**src/rtl/calc_pkg.sv**
```systemverilog
// rtl/calc_pkg.sv - shared opcodes, state encodings and default width for the calculator sequencer
package calc_pkg;

   localparam int CALC_WIDTH = 8;

   localparam logic [1:0] OP_ADD = 2'b00;
   localparam logic [1:0] OP_SUB = 2'b01;
   localparam logic [1:0] OP_MUL = 2'b10;
   localparam logic [1:0] OP_DIV = 2'b11;

   localparam logic [1:0] ST_QI = 2'b00;
   localparam logic [1:0] ST_QC = 2'b01;
   localparam logic [1:0] ST_QD = 2'b10;

endpackage

```
**src/rtl/calc_iter_step.sv**
```systemverilog
// rtl/calc_iter_step.sv - one combinational step of the shared add/subtract/compare datapath
module calc_iter_step
   import calc_pkg::*;
#(
   parameter int WIDTH = CALC_WIDTH
)(
   input  logic [1:0]         op,
   input  logic [WIDTH-1:0]   x,
   input  logic [WIDTH-1:0]   y,
   input  logic [2*WIDTH-1:0] acc,
   input  logic [WIDTH-1:0]   rem,
   input  logic [WIDTH-1:0]   count,
   output logic [2*WIDTH-1:0] acc_next,
   output logic [WIDTH-1:0]   rem_next,
   output logic [WIDTH-1:0]   count_next,
   output logic               finish,
   output logic               div_zero,
   output logic [WIDTH-1:0]   res_hi,
   output logic [WIDTH-1:0]   res_lo
);

   localparam logic [WIDTH-1:0] ONE = 1;

   logic [WIDTH:0] sum;
   assign sum = {1'b0, x} + {1'b0, y};

   // For div, count carries the running quotient; for mul it is the remaining multiplier
   always_comb begin
      acc_next   = acc;
      rem_next   = rem;
      count_next = count;
      finish     = 1'b0;
      div_zero   = 1'b0;
      res_hi     = '0;
      res_lo     = '0;
      case (op)
         OP_ADD: begin
            finish = 1'b1;
            res_hi = {{(WIDTH-1){1'b0}}, sum[WIDTH]};
            res_lo = sum[WIDTH-1:0];
         end
         OP_SUB: begin
            finish = 1'b1;
            res_lo = x - y;
            res_hi = (x < y) ? '1 : '0;
         end
         OP_MUL: begin
            if (count == '0) begin
               finish           = 1'b1;
               {res_hi, res_lo} = acc;
            end else begin
               acc_next   = acc + {{WIDTH{1'b0}}, x};
               count_next = count - ONE;
            end
         end
         default: begin
            if (y == '0) begin
               finish   = 1'b1;
               div_zero = 1'b1;
            end else if (rem < y) begin
               finish = 1'b1;
               res_hi = count;
               res_lo = rem;
            end else begin
               rem_next   = rem - y;
               count_next = count + ONE;
            end
         end
      endcase
   end

endmodule

```
**src/rtl/calc_sequencer.sv**
```systemverilog
// rtl/calc_sequencer.sv - Start/Ack calculator sequencer (QI/QC/QD); CALC_CYCLE_COUNT_EN adds CycleCount
module calc_sequencer
   import calc_pkg::*;
#(
   parameter int WIDTH = CALC_WIDTH
)(
   input  logic             board_clk,
   input  logic             Reset,
   input  logic             Start,
   input  logic             Ack,
   input  logic [1:0]       Op,
   input  logic [WIDTH-1:0] Xin,
   input  logic [WIDTH-1:0] Yin,
   output logic [WIDTH-1:0] ResultHi,
   output logic [WIDTH-1:0] ResultLo,
   output logic             Done,
   output logic             Err,
   output logic             Qi,
   output logic             Qc,
   output logic             Qd
`ifdef CALC_CYCLE_COUNT_EN
   ,
   output logic [15:0]      CycleCount
`endif
);

   logic [1:0]         state;
   logic [1:0]         op_r;
   logic [WIDTH-1:0]   x_r;
   logic [WIDTH-1:0]   y_r;
   logic [2*WIDTH-1:0] acc;
   logic [WIDTH-1:0]   rem;
   logic [WIDTH-1:0]   cnt;

   logic [2*WIDTH-1:0] acc_next;
   logic [WIDTH-1:0]   rem_next;
   logic [WIDTH-1:0]   cnt_next;
   logic               finish;
   logic               div_zero;
   logic [WIDTH-1:0]   res_hi;
   logic [WIDTH-1:0]   res_lo;

   calc_iter_step #(.WIDTH(WIDTH)) u_step (
      .op         (op_r),
      .x          (x_r),
      .y          (y_r),
      .acc        (acc),
      .rem        (rem),
      .count      (cnt),
      .acc_next   (acc_next),
      .rem_next   (rem_next),
      .count_next (cnt_next),
      .finish     (finish),
      .div_zero   (div_zero),
      .res_hi     (res_hi),
      .res_lo     (res_lo)
   );

   // Qi is derived from the other two so the indication stays one-hot for any state value
   assign Qc   = (state == ST_QC);
   assign Qd   = (state == ST_QD);
   assign Qi   = ~Qc & ~Qd;
   assign Done = Qd;

   // Handshake FSM plus operand, working and result registers
   always_ff @(posedge board_clk or posedge Reset) begin
      if (Reset) begin
         state    <= ST_QI;
         op_r     <= OP_ADD;
         x_r      <= '0;
         y_r      <= '0;
         acc      <= '0;
         rem      <= '0;
         cnt      <= '0;
         ResultHi <= '0;
         ResultLo <= '0;
         Err      <= 1'b0;
      end else begin
         case (state)
            ST_QI: begin
               if (Start) begin
                  op_r     <= Op;
                  x_r      <= Xin;
                  y_r      <= Yin;
                  acc      <= '0;
                  rem      <= Xin;
                  cnt      <= (Op == OP_MUL) ? Yin : '0;
                  ResultHi <= '0;
                  ResultLo <= '0;
                  Err      <= 1'b0;
                  state    <= ST_QC;
               end
            end
            ST_QC: begin
               acc <= acc_next;
               rem <= rem_next;
               cnt <= cnt_next;
               if (finish) begin
                  ResultHi <= res_hi;
                  ResultLo <= res_lo;
                  Err      <= div_zero;
                  state    <= ST_QD;
               end
            end
            ST_QD: begin
               if (Ack) state <= ST_QI;
            end
            default: state <= ST_QI;
         endcase
      end
   end

`ifdef CALC_CYCLE_COUNT_EN
   // Counts QC cycles of the latest operation, saturating, held until the next Start
   always_ff @(posedge board_clk or posedge Reset) begin
      if (Reset)
         CycleCount <= '0;
      else if (state == ST_QI && Start)
         CycleCount <= '0;
      else if (state == ST_QC && CycleCount != 16'hFFFF)
         CycleCount <= CycleCount + 16'd1;
   end
`endif

endmodule

```
**config.mk**
```make
export PLATFORM = sky130hd
export DESIGN_NAME = calc_sequencer
export DESIGN_NICKNAME = d
export VERILOG_FILES = /design/src/rtl/calc_pkg.sv /design/src/rtl/calc_iter_step.sv /design/src/rtl/calc_sequencer.sv
export SDC_FILE = /design/constraint.sdc
export NUM_CORES = 1
export LEC_CHECK = 0
export ABC_AREA = 1
export BUFFER_PORTS_ARGS = -buffer_cell sky130_fd_sc_hd__buf_2
export CAP_MARGIN = 5
export CORE_AREA = 4 4 112 114
export CTS_CLUSTER_DIAMETER = 50
export DETAILED_ROUTE_END_ITERATION = 6
export DIE_AREA = 0 0 116 118
export PLACE_DENSITY = 0.63
export SYNTH_ARGS = -nofsm -noshare
export SYNTH_HDL_FRONTEND = slang
export SYNTH_SLANG_ARGS = --single-unit
```
**constraint.sdc**
```tcl
create_clock -name board_clk -period 2.5 [get_ports board_clk]
set_input_delay 0.125 -clock board_clk [delete_from_list [all_inputs] [get_ports board_clk]]
set_output_delay 0.125 -clock board_clk [all_outputs]
set_load 0.01 [all_outputs]
```
==> metrics.cfg <==
[place]
gp_congestion = 1.021
dpl.hpwl_um = 12950
pre_cts_slack_ns = 0.1583
dp.cells = 996
portBuffers = 42

[pwr]
p_leak_nw = 3.490
p_seq_frac = 0.212
sw_frac_of_total = 0.5218
intPower_mw = 4.436
combPwrFrac = 0.646
peakVddDrop_mv = 0.6406
p_per_area_nw_per_um2 = 1455
pwr-share-clk = 0.142
power.net_switching_mw = 4.842

[synth]
ys.flop_type = dfrtp_1
avgSynthCellArea_um2 = 6.850
yosysUniqueCellTypes = 45
syn-cell-area_um2 = 5644
seq_area_frac_synth = 0.3059
ys_warn_count = 0
ys_ff_latch = 69
postSynthNetCount = 893
postSynthCellCount = 824
synth_edf_count = 0
synth_async_sr_flop_share = 1.000

[sta]
finalCritPeriodShare = 0.9199
fin_hold_ws_ns = 0.01540
period_needed_ns = 2.300
max_freq_mhz = 434.8
tns_ns = 0
grt_setup_unrepaired = no
setup_violations = 0
fin_ws_ns = 0.2003
final_hold_viol_count = 0
clock_skew_ns = 0.006402
worst_pin_slew_ns = 0.7774
slew_headroom = 0.4810
maxSlewViolCount = 0

[run_status]
status = finished, final reports clean

[worst_setup_path]
worst-setup-path-type = reg -> reg
worst_setup_path_start_kind = flop
cp.arrival_ns = 2.53
endpoint_kind = flop
critPathMaxFanout = 13
required_ns = 2.73

[cts]
path_clk_slew_ns = 0.05
cts_root_buf = clkbuf_16
htree_levels = 3
cts.sinks = 69
cts_made_buffers = 9
cts_tree = yes
clk_latency_ns = 0.34
cts_buffer_depth = 2

[finish]
layout.cells.non_filler = 1017
drive_gt1_frac = 0.1133
num-fill-cells = 1122
n_antenna_cell = 0
layout_commonest_cell = nand2_1
final_cell_mix = nand2_1 (271), inv_1 (97), nand3_1 (86)
syn2layout_area_growth_pct = 12.99
layout.nets = 939

[floorplanning]
rows = 39
die_w_um = 116
pin_count = 43
dieArea_um2 = 13690
die_y_um = 118
initial_utilization = 0.4943
core-area_um2 = 11420

[min_path]
hold_class = in -> reg

[global_routing]
track_usage = 0.2504
grt_pass1_wl_um = 26950
antenna_found_initial = 0
grt_max_degree = 36
first_global_vias = 5296
overflow = 0

[drt]
drt_iter0_drc = 394
viasPerCell = 5.381
drt_pre_antenna_iters = 7
wl_per_cell_um = 16.10
remaining_drc_errors = 0
finalWirelength_um = 16370
dr_total_vias = 5472
ant_nets = 0

[run]
max_cap_violations = 0

==> metal layers <==
| metal | GRT usage | part of all wire |
|---|---|---|
| met5 | 0 | 0 |
| met1 | 0.3536 | 0.47 |
| met3 | 0.04216 | 0.054 |
| met2 | 0.3914 | 0.46 |
| met4 | 0.07397 | 0.016 |
==> power groups by stage <==
stage,Clock [mW],Sequential [mW],Combinational [mW]
2_1_floorplan,0,1.86,4.46
3_3_place_gp,0,1.96,5.79
3_5_place_dp,0,1.97,5.89
4_1_cts,1.35,1.96,5.92
5_1_grt,1.41,2.01,6.67
6_report,1.32,1.96,5.99
==> Yosys cell counts, types with 4 or more instances <==
master,instances,share of area
a21oi_1,29,0.026
buf_2,10,0.0089
buf_4,5,0.0067
clkbuf_1,8,0.0053
dfrtp_1,69,0.31
fa_1,5,0.018
ha_1,42,0.093
inv_1,98,0.065
inv_2,4,0.0027
nand2_1,271,0.18
nand2_2,4,0.0044
nand3_1,86,0.076
nand4_1,21,0.023
nor2_1,43,0.029
nor3_1,4,0.0035
o21ai_0,47,0.042
o21ai_1,14,0.012
o21bai_1,6,0.0080
o22ai_1,4,0.0044
xnor2_1,8,0.012
xor2_1,6,0.0093
==> sequential cells by signal, summed over array words and instances, names as in the netlist <==
name and cells:
acc 16, ResultHi 8, ResultLo 8, cnt 8, rem 8, x_r 8, y_r 8, op_r 2
state 2, Err 1
==> cell type report <==
type / instances / area [um2] / area share
Tap cell: 143 / 178.9 / 0.02806
Inverter: 104 / 392.9 / 0.06160
Clock inverter: 3 / 43.79 / 0.006867
Sequential cell: 69 / 1727 / 0.2707
Clock buffer: 12 / 266.5 / 0.04179
Multi-Input combinational cell: 623 / 3373 / 0.5289
Timing Repair Buffer: 63 / 395.4 / 0.06200
==> through the flow <==
stage	power [mW]	util	instance area, um2
after floorplan	6.320	-	5644
after global placement	7.749	0.5256	6002
after detailed placement	7.858	0.5256	6002
after CTS	9.231	0.5581	6372
after global routing	10.09	0.5585	6377
final	9.278	0.5585	6377
==> repair_timing <==
action / in CTS / in global routing
hold endpoints to repair: 39 / 0
hold buffers: 6 / 0
buffers inserted: 0 / 0
setup endpoints to repair: 0 / 8
gates resized for setup: 0 / 1
==> final timing paths <==
path / from / cells after the start / end / slack [ns]
max in group asynchronous: Reset / 4 / acc[0]$_DFFE_PP0P_ / 1.37
worst min-delay path: Xin[4] / 3 / x_r[4]$_DFFE_PP0P_ / 0.02
worst min register to register: ResultHi[2]$_DFFE_PP0P_ / 2 / ResultHi[2]$_DFFE_PP0P_ / 0.49
worst max register to register: rem[0]$_DFFE_PP0P_ / 13 / rem[6]$_DFFE_PP0P_ / 0.20
worst max-delay path: rem[0]$_DFFE_PP0P_ / 13 / rem[6]$_DFFE_PP0P_ / 0.20
min in group asynchronous: Reset / 3 / cnt[5]$_DFFE_PP0P_ / 0.48
==> cell families (layout without fill, tap and decap cells) <==
group,count (synthesis),after routing,share of synthesized area
buffers and inverters,132,182,0.09732
adder cells (fa/ha/maj),47,47,0.1108
flip-flops,69,69,0.3059
AND/OR/NAND/NOR,444,444,0.3445
XOR/XNOR,14,14,0.02173
AO/OA/AOI/OAI,118,118,0.1197
==> worst max-delay path, cell delays in order (launching register included) <==
cell and delay [ns]:
dfrtp_1 0.34, inv_1 0.06, ha_1 0.23, fa_1 0.41
inv_1 0.09, nand3_1 0.08, nand2_2 0.10, nand2_2 0.11
nand2_4 0.15, nand2_2 0.09, a21oi_1 0.21, inv_1 0.15
nand2_1 0.08, nand2_1 0.06
(Power assumes the default switching activity.)
